## src/rtl/hssl_link_handshake.sv

```systemverilog
// ---------------------------------------------------------------------------
// hssl_link_handshake
//   Link bring-up between the user datapath and the HSSL transceiver.
//   Exchanges HSK/ACK comma words with the peer. Once both sides agree, it
//   raises handshake_complete_out and passes user words through. Persistent
//   8b/10b errors, or a peer restart, drop the link back to the handshake.
//
// Ports
//   clk_in                  tx_usrclk2; the rx path shares it via clock correction
//   reset_in                synchronous, active-high
//   tx_reset_done_in        GT tx reset done
//   rx_reset_done_in        GT rx reset done
//   rx_data_in [31:0]       GT rx data
//   rx_charisk_in [3:0]     GT rx K-char flags
//   rx_disperr_in [3:0]     GT rx disparity error, per byte
//   rx_encerr_in [3:0]      GT rx not-in-table error, per byte
//   tx_data_out [31:0]      GT tx data (registered)
//   tx_charisk_out [3:0]    GT tx K-char flags (registered)
//   usr_tx_data_in [31:0]   user tx word
//   usr_tx_charisk_in [3:0] user tx K flags
//   usr_tx_rdy_out          user word accepted this cycle
//   usr_rx_data_out [31:0]  received word (registered every cycle)
//   usr_rx_charisk_out [3:0] received K flags
//   usr_rx_vld_out          usr_rx_* carries a user word this cycle
//   handshake_complete_out  link established
//   err_cnt_out [15:0]      saturating count of bad words seen while linked
// ---------------------------------------------------------------------------
module hssl_link_handshake #(
  parameter int unsigned NUM_HSK     = 16,
  parameter int unsigned ACK_TIMEOUT = 65536,
  parameter int unsigned MAX_ERRS    = 4,
  parameter logic [31:0] HSK_WORD    = 32'hC0DE5ABC,
  parameter logic [31:0] ACK_WORD    = 32'hAC6E5ABC,
  parameter logic [31:0] IDLE_WORD   = 32'h000000BC
) (
  input  logic        clk_in,
  input  logic        reset_in,
  input  logic        tx_reset_done_in,
  input  logic        rx_reset_done_in,
  input  logic [31:0] rx_data_in,
  input  logic [3:0]  rx_charisk_in,
  input  logic [3:0]  rx_disperr_in,
  input  logic [3:0]  rx_encerr_in,
  output logic [31:0] tx_data_out,
  output logic [3:0]  tx_charisk_out,
  input  logic [31:0] usr_tx_data_in,
  input  logic [3:0]  usr_tx_charisk_in,
  output logic        usr_tx_rdy_out,
  output logic [31:0] usr_rx_data_out,
  output logic [3:0]  usr_rx_charisk_out,
  output logic        usr_rx_vld_out,
  output logic        handshake_complete_out,
  output logic [15:0] err_cnt_out
);

  localparam int unsigned MATCH_W = $clog2(NUM_HSK) + 1;
  localparam int unsigned TMO_W   = $clog2(ACK_TIMEOUT) + 1;
  localparam int unsigned ERR_W   = $clog2(MAX_ERRS) + 1;

  localparam logic [3:0]         CTRL_K     = 4'b0001;
  localparam logic [MATCH_W-1:0] MATCH_LAST = MATCH_W'(NUM_HSK - 1);
  localparam logic [TMO_W-1:0]   TMO_LAST   = TMO_W'(ACK_TIMEOUT - 1);
  localparam logic [ERR_W-1:0]   ERR_LAST   = ERR_W'(MAX_ERRS - 1);

  typedef enum logic [1:0] {
    ST_RESET_WAIT = 2'd0,
    ST_SEND_HSK   = 2'd1,
    ST_SEND_ACK   = 2'd2,
    ST_LINKED     = 2'd3
  } state_e;

  // Saturating increments: counters hold at all-ones instead of wrapping.
  function automatic logic [MATCH_W-1:0] sat_inc_match(input logic [MATCH_W-1:0] v);
    return (v == '1) ? v : v + 1'b1;
  endfunction

  function automatic logic [TMO_W-1:0] sat_inc_tmo(input logic [TMO_W-1:0] v);
    return (v == '1) ? v : v + 1'b1;
  endfunction

  function automatic logic [ERR_W-1:0] sat_inc_err(input logic [ERR_W-1:0] v);
    return (v == '1) ? v : v + 1'b1;
  endfunction

  function automatic logic [15:0] sat_inc_16(input logic [15:0] v);
    return (v == 16'hFFFF) ? v : v + 16'd1;
  endfunction

  state_e             state_q, state_d;
  logic [MATCH_W-1:0] match_cnt_q, match_cnt_d;
  logic [TMO_W-1:0]   tmo_cnt_q, tmo_cnt_d;
  logic [ERR_W-1:0]   err_run_q, err_run_d;
  logic [15:0]        err_cnt_q, err_cnt_d;
  logic [31:0]        tx_data_q, tx_data_d;
  logic [3:0]         tx_charisk_q, tx_charisk_d;
  logic [31:0]        rx_data_q, rx_data_d;
  logic [3:0]         rx_charisk_q, rx_charisk_d;
  logic               rx_vld_q, rx_vld_d;

  // Rx word classification. A control word only counts if it arrived clean.
  logic rx_bad, rx_is_hsk, rx_is_ack, rx_is_idle;

  always_comb begin
    rx_bad     = |(rx_disperr_in | rx_encerr_in);
    rx_is_hsk  = !rx_bad && (rx_data_in == HSK_WORD)  && (rx_charisk_in == CTRL_K);
    rx_is_ack  = !rx_bad && (rx_data_in == ACK_WORD)  && (rx_charisk_in == CTRL_K);
    rx_is_idle = !rx_bad && (rx_data_in == IDLE_WORD) && (rx_charisk_in == CTRL_K);
  end

  // Next-state logic
  always_comb begin
    state_d     = state_q;
    match_cnt_d = match_cnt_q;
    tmo_cnt_d   = tmo_cnt_q;
    err_run_d   = err_run_q;

    case (state_q)
      ST_RESET_WAIT: begin
        state_d = ST_SEND_HSK;
      end

      ST_SEND_HSK: begin
        // The peer may already be sending ACK, which also proves it heard us.
        if (rx_is_hsk || rx_is_ack) begin
          if (match_cnt_q == MATCH_LAST) state_d = ST_SEND_ACK;
          else                           match_cnt_d = sat_inc_match(match_cnt_q);
        end else begin
          match_cnt_d = '0;
        end
      end

      ST_SEND_ACK: begin
        if (rx_is_ack) begin
          if (match_cnt_q == MATCH_LAST) state_d = ST_LINKED;
          else                           match_cnt_d = sat_inc_match(match_cnt_q);
        end else begin
          match_cnt_d = '0;
        end
        // Completing the link wins over a coincident timeout.
        if (state_d == ST_SEND_ACK) begin
          if (tmo_cnt_q == TMO_LAST) state_d = ST_SEND_HSK;
          else                       tmo_cnt_d = sat_inc_tmo(tmo_cnt_q);
        end
      end

      ST_LINKED: begin
        if (rx_bad) begin
          if (err_run_q == ERR_LAST) state_d = ST_SEND_HSK;
          else                       err_run_d = sat_inc_err(err_run_q);
        end else begin
          err_run_d = '0;
        end
        // A fresh HSK means the peer restarted its bring-up.
        if (rx_is_hsk) state_d = ST_SEND_HSK;
      end

      default: begin
        state_d = ST_RESET_WAIT;
      end
    endcase

    if (!(tx_reset_done_in && rx_reset_done_in)) state_d = ST_RESET_WAIT;

    if (state_d != state_q) begin
      match_cnt_d = '0;
      tmo_cnt_d   = '0;
      err_run_d   = '0;
    end
  end

  // Datapath next values, all decoded from the current state register
  always_comb begin
    case (state_q)
      ST_LINKED: begin
        tx_data_d    = usr_tx_data_in;
        tx_charisk_d = usr_tx_charisk_in;
      end
      ST_SEND_HSK: begin
        tx_data_d    = HSK_WORD;
        tx_charisk_d = CTRL_K;
      end
      ST_SEND_ACK: begin
        tx_data_d    = ACK_WORD;
        tx_charisk_d = CTRL_K;
      end
      default: begin
        tx_data_d    = IDLE_WORD;
        tx_charisk_d = CTRL_K;
      end
    endcase

    rx_data_d    = rx_data_in;
    rx_charisk_d = rx_charisk_in;
    rx_vld_d     = (state_q == ST_LINKED) && !rx_bad && !rx_is_ack && !rx_is_idle;

    err_cnt_d = err_cnt_q;
    if ((state_q == ST_LINKED) && rx_bad) err_cnt_d = sat_inc_16(err_cnt_q);
  end

  // Register stage: control state and the 1-cycle tx/rx datapath
  always_ff @(posedge clk_in) begin
    if (reset_in) begin
      state_q      <= ST_RESET_WAIT;
      match_cnt_q  <= '0;
      tmo_cnt_q    <= '0;
      err_run_q    <= '0;
      err_cnt_q    <= '0;
      tx_data_q    <= IDLE_WORD;
      tx_charisk_q <= CTRL_K;
      rx_data_q    <= '0;
      rx_charisk_q <= '0;
      rx_vld_q     <= 1'b0;
    end else begin
      state_q      <= state_d;
      match_cnt_q  <= match_cnt_d;
      tmo_cnt_q    <= tmo_cnt_d;
      err_run_q    <= err_run_d;
      err_cnt_q    <= err_cnt_d;
      tx_data_q    <= tx_data_d;
      tx_charisk_q <= tx_charisk_d;
      rx_data_q    <= rx_data_d;
      rx_charisk_q <= rx_charisk_d;
      rx_vld_q     <= rx_vld_d;
    end
  end

  assign tx_data_out            = tx_data_q;
  assign tx_charisk_out         = tx_charisk_q;
  assign usr_rx_data_out        = rx_data_q;
  assign usr_rx_charisk_out     = rx_charisk_q;
  assign usr_rx_vld_out         = rx_vld_q;
  assign err_cnt_out            = err_cnt_q;
  assign handshake_complete_out = (state_q == ST_LINKED);
  assign usr_tx_rdy_out         = (state_q == ST_LINKED);

endmodule

```

## config.mk

```make
export PLATFORM = sky130hd
export DESIGN_NAME = hssl_link_handshake
export DESIGN_NICKNAME = d
export VERILOG_FILES = /design/src/rtl/hssl_link_handshake.sv
export SDC_FILE = /design/constraint.sdc
export NUM_CORES = 1
export LEC_CHECK = 0
export CORE_AREA = 2 2 96 121
export CTS_CLUSTER_SIZE = 10
export DETAILED_ROUTE_END_ITERATION = 12
export DIE_AREA = 0 0 98 123
export PLACE_DENSITY = 0.78
export SLEW_MARGIN = 20
export SYNTH_ARGS = -nofsm -noshare
export SYNTH_HDL_FRONTEND = slang
export SYNTH_SLANG_ARGS = --single-unit
```

## constraint.sdc

```tcl
create_clock -name clk_in -period 4.4 [get_ports clk_in]
set_input_delay 0.66 -clock clk_in [delete_from_list [all_inputs] [get_ports clk_in]]
set_output_delay 0.66 -clock clk_in [all_outputs]
set_load 0.02 [all_outputs]
```

# Word-level counts from Yosys, hierarchy flattened
# Index checks and enable logic that the tools add are counted.
[totals] wordCells=81 ff_bits=116 input_bits=84 output_inout_bits=91
[classes] n_addsub=4 muxes=21 reduce_logical=23 n_bitwise=5 eq_ne=18
[op_table] operator="32-bit case mux with 3 select lines" n=1
[op_table] operator="32-bit equality test (second input constant)" n=2
[op_table] operator="32-bit by 8-bit equality test with 1-bit output (second input constant)" n=1
[op_table] operator="2-bit 2-to-1 mux" n=11
[op_table] operator="5-bit 2-to-1 mux" n=4
[op_table] operator="17-bit by 1-bit adder with 17-bit output (second input constant)" n=1
[op_table] operator="17-bit by 16-bit equality test with 1-bit output (second input constant)" n=1
[op_table] operator="17-bit equality test (second input constant)" n=1
[op_table] operator="16-bit by 1-bit adder with 16-bit output (second input constant)" n=1
[op_table] operator="16-bit equality test (second input constant)" n=1
[op_table] operator="1-bit logical AND" n=11
[op_table] operator="5-bit case mux with 2 select lines" n=1
[op_table] operator="3-bit 2-to-1 mux" n=3
[op_table] operator="2-bit case mux with 4 select lines" n=1
[op_table] operator="2-bit equality test (second input constant)" n=3
[op_table] operator="5-bit by 1-bit adder with 5-bit output (second input constant)" n=1
[op_table] operator="5-bit by 4-bit equality test with 1-bit output (second input constant)" n=1
[op_table] operator="5-bit equality test (second input constant)" n=1
[op_table] operator="4-bit by 1-bit equality test with 1-bit output (second input constant)" n=1
[op_table] operator="2-bit != test (second input constant)" n=2
[op_table] operator="1-bit inverter" n=4
[op_table] operator="4-bit OR" n=1
[op_table] operator="4-bit AND reduction" n=1
[op_table] operator="2-bit OR reduction" n=2
[op_table] operator="12 further kinds" n=14

# Depth between registers and ports, before layout
[logic_depth] word_depth=13 mapped_depth=12 ltp_nobuf=11

# Worst setup path before layout
# Ideal clock, no wire load.
[synth_path] path_type="register -> register" start="reg tmo_cnt_q[2]" end="reg err_run_q[0]" arrival_time_ps=2781 path_stages_with_launch=13 period_less_slack_ps=2906 t_required_ps=4275 setup_ps=125 setup_slack_ps=1494 path_buffers=1 cell_sequence="dfxtp_1 > and4_1 > nand3_1 > nor3_1 > nand3_1 > nor3_1 > ha_1 > a211oi_1 > a41o_1 > or4_4 > o311ai_4 > buf_12 > nor3_2"
[synth_via] elab_chain_cells=7
[synth_lines] item="start: declaration" line_no="91" text="logic [TMO_W-1:0] tmo_cnt_q, tmo_cnt_d;"
[synth_lines] item="start signal: assignment" line_no="216" text="tmo_cnt_q <= tmo_cnt_d;"
[synth_lines] item="17-bit by 16-bit equality test with 1-bit output" line_no="141" text="if (tmo_cnt_q == TMO_LAST) state_d = ST_SEND_HSK;"
[synth_lines] item="2-bit 2-to-1 mux" line_no="141"
[synth_lines] item="2-bit 2-to-1 mux" line_no="140" text="if (state_d == ST_SEND_ACK) begin"
[synth_lines] item="2-bit case mux with 4 select lines" line_no="117" text="case (state_q)"
[synth_lines] item="2-bit 2-to-1 mux" line_no="162" text="if (!(tx_reset_done_in && rx_reset_done_in)) state_d = ST_RESET_WAIT;"
[synth_lines] item="2-bit != test" line_no="164" text="if (state_d != state_q) begin"
[synth_lines] item="2-bit OR reduction (no source line)"
[synth_lines] item="end signal: assignment" line_no="217" text="err_run_q <= err_run_d;"
[synth_lines] item="end: declaration" line_no="92" text="logic [ERR_W-1:0] err_run_q, err_run_d;"
# No other way between the ends.
# A chain may end at the register's enable or synchronous reset.

# Final worst setup path
[layout_path] start="reg tmo_cnt_q[2]" end="reg tmo_cnt_q[14]"
[layout_via] elab_chain_cells=7 elab_cells_between_ends=12 cone_classes="add/sub: 1; eq/ne: 3; mux: 4; bitwise: 2; reduce/logical: 2"
[layout_lines] item="17-bit by 16-bit equality test with 1-bit output" line_no="141"
[layout_lines] item="2-bit 2-to-1 mux" line_no="141"
[layout_lines] item="2-bit 2-to-1 mux" line_no="140"
[layout_lines] item="2-bit case mux with 4 select lines" line_no="117"
[layout_lines] item="2-bit 2-to-1 mux" line_no="162"
[layout_lines] item="2-bit != test" line_no="164"
[layout_lines] item="2-bit OR reduction (no source line)"
# Several ways; a longest one is shown, not always the timed one.

==> flow_summary.rst <==
.. list-table::
   :header-rows: 1

   * - Metric
     - Value
   * - Result of the run
     - finished clean
   * - Global routing usage on met1
     - 21.76%
   * - Crit path arrival time
     - 3.92 ns
   * - Routed via count divided by cell count
     - 5.032
   * - Critical path startpoint category
     - register
   * - Die span in x
     - 98 um
   * - Number of DRC markers after the initial detailed-route iteration
     - 110
   * - Net count after synthesis
     - 579
   * - Start point of the critical path
     - tmo_cnt_q[2]$_SDFFE_PP0P_
   * - Clock tree root buffer cell
     - clkbuf_16
   * - Share of final-layout standard cells stronger than drive strength 1
     - 9.970%
   * - Routing layer with the top usage in global route
     - met2
   * - Total GRT Usage
     - 20.07%
   * - Worst flop-to-flop path endpoint
     - tmo_cnt_q[14]$_SDFFE_PP0P_
   * - Commonest cells after routing, fill and taps aside
     - 173 x clkdlybuf4s50_1, 116 x dfxtp_1, 41 x nor2_1
   * - Leading cell type in the layout, fill and taps excluded
     - clkdlybuf4s50_1
   * - Post-cts gate resize count
     - 0
   * - Number of setup violations in the final report
     - 0
   * - Max_cap viols
     - 0
   * - Via count
     - 4061
   * - Site Rows
     - 43
   * - Nets@finish
     - 755
   * - Slowest CP cell
     - or4_4
   * - Peak supply drop
     - 0.0002298 V
   * - RSZ-0062 raised after global routing
     - no
   * - Area of the core region
     - 10920 sq um
   * - CP max FO
     - 16
   * - Vias in the first global route
     - 4075
   * - Remaining antenna violation count
     - 0
   * - Worst reg-to-reg setup slack
     - 0.76 ns
   * - Peak per-stage delay on the critical path
     - 0.50 ns
   * - Setup slack of the critical path after layout
     - 0.7617 ns
   * - Kind of path behind the tightest hold check
     - register to register
   * - Placed Cells
     - 775
   * - Count of clock tree sinks
     - 116
   * - Synthesized netlist cell count
     - 483
   * - Critical register-to-register path startpoint
     - tmo_cnt_q[2]$_SDFFE_PP0P_
   * - Area leader, netlist
     - dfxtp_1
   * - Final sum of negative setup slack
     - 0 ns
   * - Transition time at the pin with the least slew margin
     - 0.9229 ns
   * - Post-CTS Hold Fix Bufs
     - 0
   * - Number of distinct library cells after synthesis
     - 45
   * - Final hold vios
     - 0
   * - Number of port buffers
     - 174
   * - Maximum level of the CTS H-tree
     - 4
   * - Antenna cells
     - 0
   * - First-pass DRT Iterations
     - 4
   * - Sum of net half-perimeters after detailed placement
     - 9049 um
   * - Number of cells traversed by the worst register-to-register path
     - 12
   * - Global-route wire length before repair
     - 19450 um
   * - Primary FF master, synth
     - dfxtp_1
   * - Overall die height
     - 123 um
   * - Type of the worst setup path
     - register to register
   * - Starting density of the core
     - 42.64%
   * - Achievable frequency
     - 0.2749 GHz
   * - Number of buffers created by CTS
     - 17
   * - Largest net degree at the start of global routing
     - 53
   * - Cell area after technology mapping
     - 4657 sq um
   * - WL/cell
     - 14.78 um
   * - Yosys synthesis warning count
     - 0
   * - Post-Route Skew
     - 0.01019 ns
   * - Post-Syn Area per Cell
     - 9.642 sq um
   * - I/O pin total
     - 175
   * - Fin. max-slew vios
     - 0
   * - Initial antenna violation count
     - 0
   * - Crit path capture type
     - register
   * - Final period utilization
     - 82.69%
   * - Synthesis-stage register bit count
     - 116
   * - Place WS
     - 0.5185 ns
   * - Weighted congestion at the end of routability-driven global placement
     - 0.8013
   * - Power density over cell area
     - 362.5 nW/um^2
   * - Worst skew pair latency
     - 0.41 ns
   * - Leakage dissipation
     - 2.532 nW
   * - Critical path's most frequent cell
     - nor3_1
   * - Number of enable flip-flop cells after synthesis
     - 0
   * - Routing usage on met3
     - 5.314%
   * - Relative area change from synthesis to final layout
     - 51.16%
   * - Critical path data required time
     - 4.68 ns
   * - Final min period
     - 3.638 ns
   * - Cell types occupying the most area after synthesis
     - dfxtp_1 50%, nor2b_1 5.1%, nor3_2 4.7%
   * - CTS tree
     - yes
   * - Clock edge transition at the registers on the reported setup and hold paths
     - 0.05 ns
   * - Portion of the post-synthesis area used by sequential elements
     - 49.87%
   * - Share of Yosys cell area claimed by the top area cell type
     - 49.87%
   * - Die footprint
     - 12050 sq um
   * - Final routed DRC violation total
     - 0
   * - Share of async-settable or async-resettable flops after synthesis
     - 0%
   * - Timing endpoint of the critical path
     - tmo_cnt_q[14]$_SDFFE_PP0P_
   * - Met2 track utilization from global routing
     - 37.03%
   * - Relative slew slack
     - 38.33%
   * - Global-route congestion overflow total
     - 0
   * - CP cell instances
     - and4_1, nand3_1, nor3_1, nand3_1, nor3_1, ha_1, a211oi_1, a41o_1, or4_4, o311ai_4, buf_4, nor3_1
   * - Launch instance of the worst min-delay path
     - match_cnt_q[4]$_SDFFE_PP0N_
   * - Detailed Route WL
     - 11930 um
   * - Buffer count from post-CTS setup fixing
     - 0
   * - Final Instance Count excl. Fillers
     - 807
   * - Clk buf depth
     - 2
-- metrics by stage --
stage / utilization [%] / area [sq um] / power [mW] / hold WS (ns)
final: 64.45 / 7039 / 2.552 / 0.4594
after global routing: 64.45 / 7039 / 2.642 / 0.5036
after CTS: 64.45 / 7039 / 2.579 / 0.4589
after detailed placement: 59.32 / 6479 / 1.306 / 0.4429
after global placement: 59.32 / 6479 / 1.302 / 0.4403
after floorplan: - / 4657 / 1.178 / 0.4278
-- how the worst min path moves through the flow --
stage	to	depth (start not counted)	slack, ns
CTS	match_cnt_q[4]$_SDFFE_PP0N_	2	0.46
finish	match_cnt_q[4]$_SDFFE_PP0N_	2	0.46
global placement	match_cnt_q[4]$_SDFFE_PP0N_	2	0.44
floorplan	match_cnt_q[4]$_SDFFE_PP0N_	2	0.43
detailed placement	match_cnt_q[4]$_SDFFE_PP0N_	2	0.44
global route	match_cnt_q[4]$_SDFFE_PP0N_	2	0.50
-- synth_stat cells, drive strengths merged, types with 2 or more instances --
cell,count
inv,11
nor3,33
clkbuf,17
xor2,16
or4,7
and3,8
a31oi,2
nand3,26
a2111oi,2
mux2i,3
nor2,41
a21oi,22
and2,20
and4,5
nand2,31
o21ai,11
nor2b,38
nand4,11
nor4bb,2
dfxtp,116
or2,2
nor4,10
ha,12
xnor2,13
buf,5
or3,2
a21o,2
a211oi,3
nor4b,3
-- area by class of cell --
| class | instances | area, sq um |
|---|---|---|
| Inverter | 11 | 41.29 |
| Fill cell | 880 | 3882 |
| Tap cell | 135 | 168.9 |
| Sequential cell | 116 | 2322 |
| Clock buffer | 17 | 425.4 |
| Multi-Input combinational cell | 334 | 2172 |
| Timing Repair Buffer | 179 | 1774 |
| Clock inverter | 15 | 135.1 |
-- state kept, by name, indices dropped and copies added, names as in the netlist --
signal	cells
err_cnt_out	16
tx_data_out	32
match_cnt_q	5
state_q	2
tx_charisk_out	4
usr_rx_charisk_out	4
usr_rx_vld_out	1
err_run_q	3
tmo_cnt_q	17
usr_rx_data_out	32
-- layer usage --
layer | wire length (um) | vias up
met5 | 0 | -
met1 | 4641 | 1902
met4 | 259 | 0
met3 | 557 | 20
met2 | 6471 | 116
li1 | - | 2023
-- where the power goes --
| group | internal [mW] | switching, mW | total (mW) |
|---|---|---|---|
| Sequential | 1.07 | 0.00649 | 1.08 |
| Combinational | 0.115 | 0.0895 | 0.205 |
| Clock | 0.777 | 0.493 | 1.27 |
| Total | 1.96 | 0.589 | 2.55 |
-- worst max-delay path: cells and delay by family (launching register included) --
kind                       cells  cell delay (ns)
AOI/OAI and AO/OA              3             0.61
adders and majority gates      1             0.27
buffers and inverters          1             0.35
DFF                            1             0.39
and+or+nand+nor                7             1.87
-- logic make-up (layout without fill, tap and decap cells) --
logic type                 after synthesis  in the layout  share of synthesized area (%)
and+or+nand+nor                        242            242                          30.74
DFF                                    116            116                          49.87
adders and majority gates               12             12                          3.224
xor gates and xnor gates                29             29                          5.454
AOI/OAI and AO/OA                       48             48                          6.583
buffers and inverters                   33            222                          3.493
muxes                                    3              3                         0.6448
(Power assumes the default switching activity.)
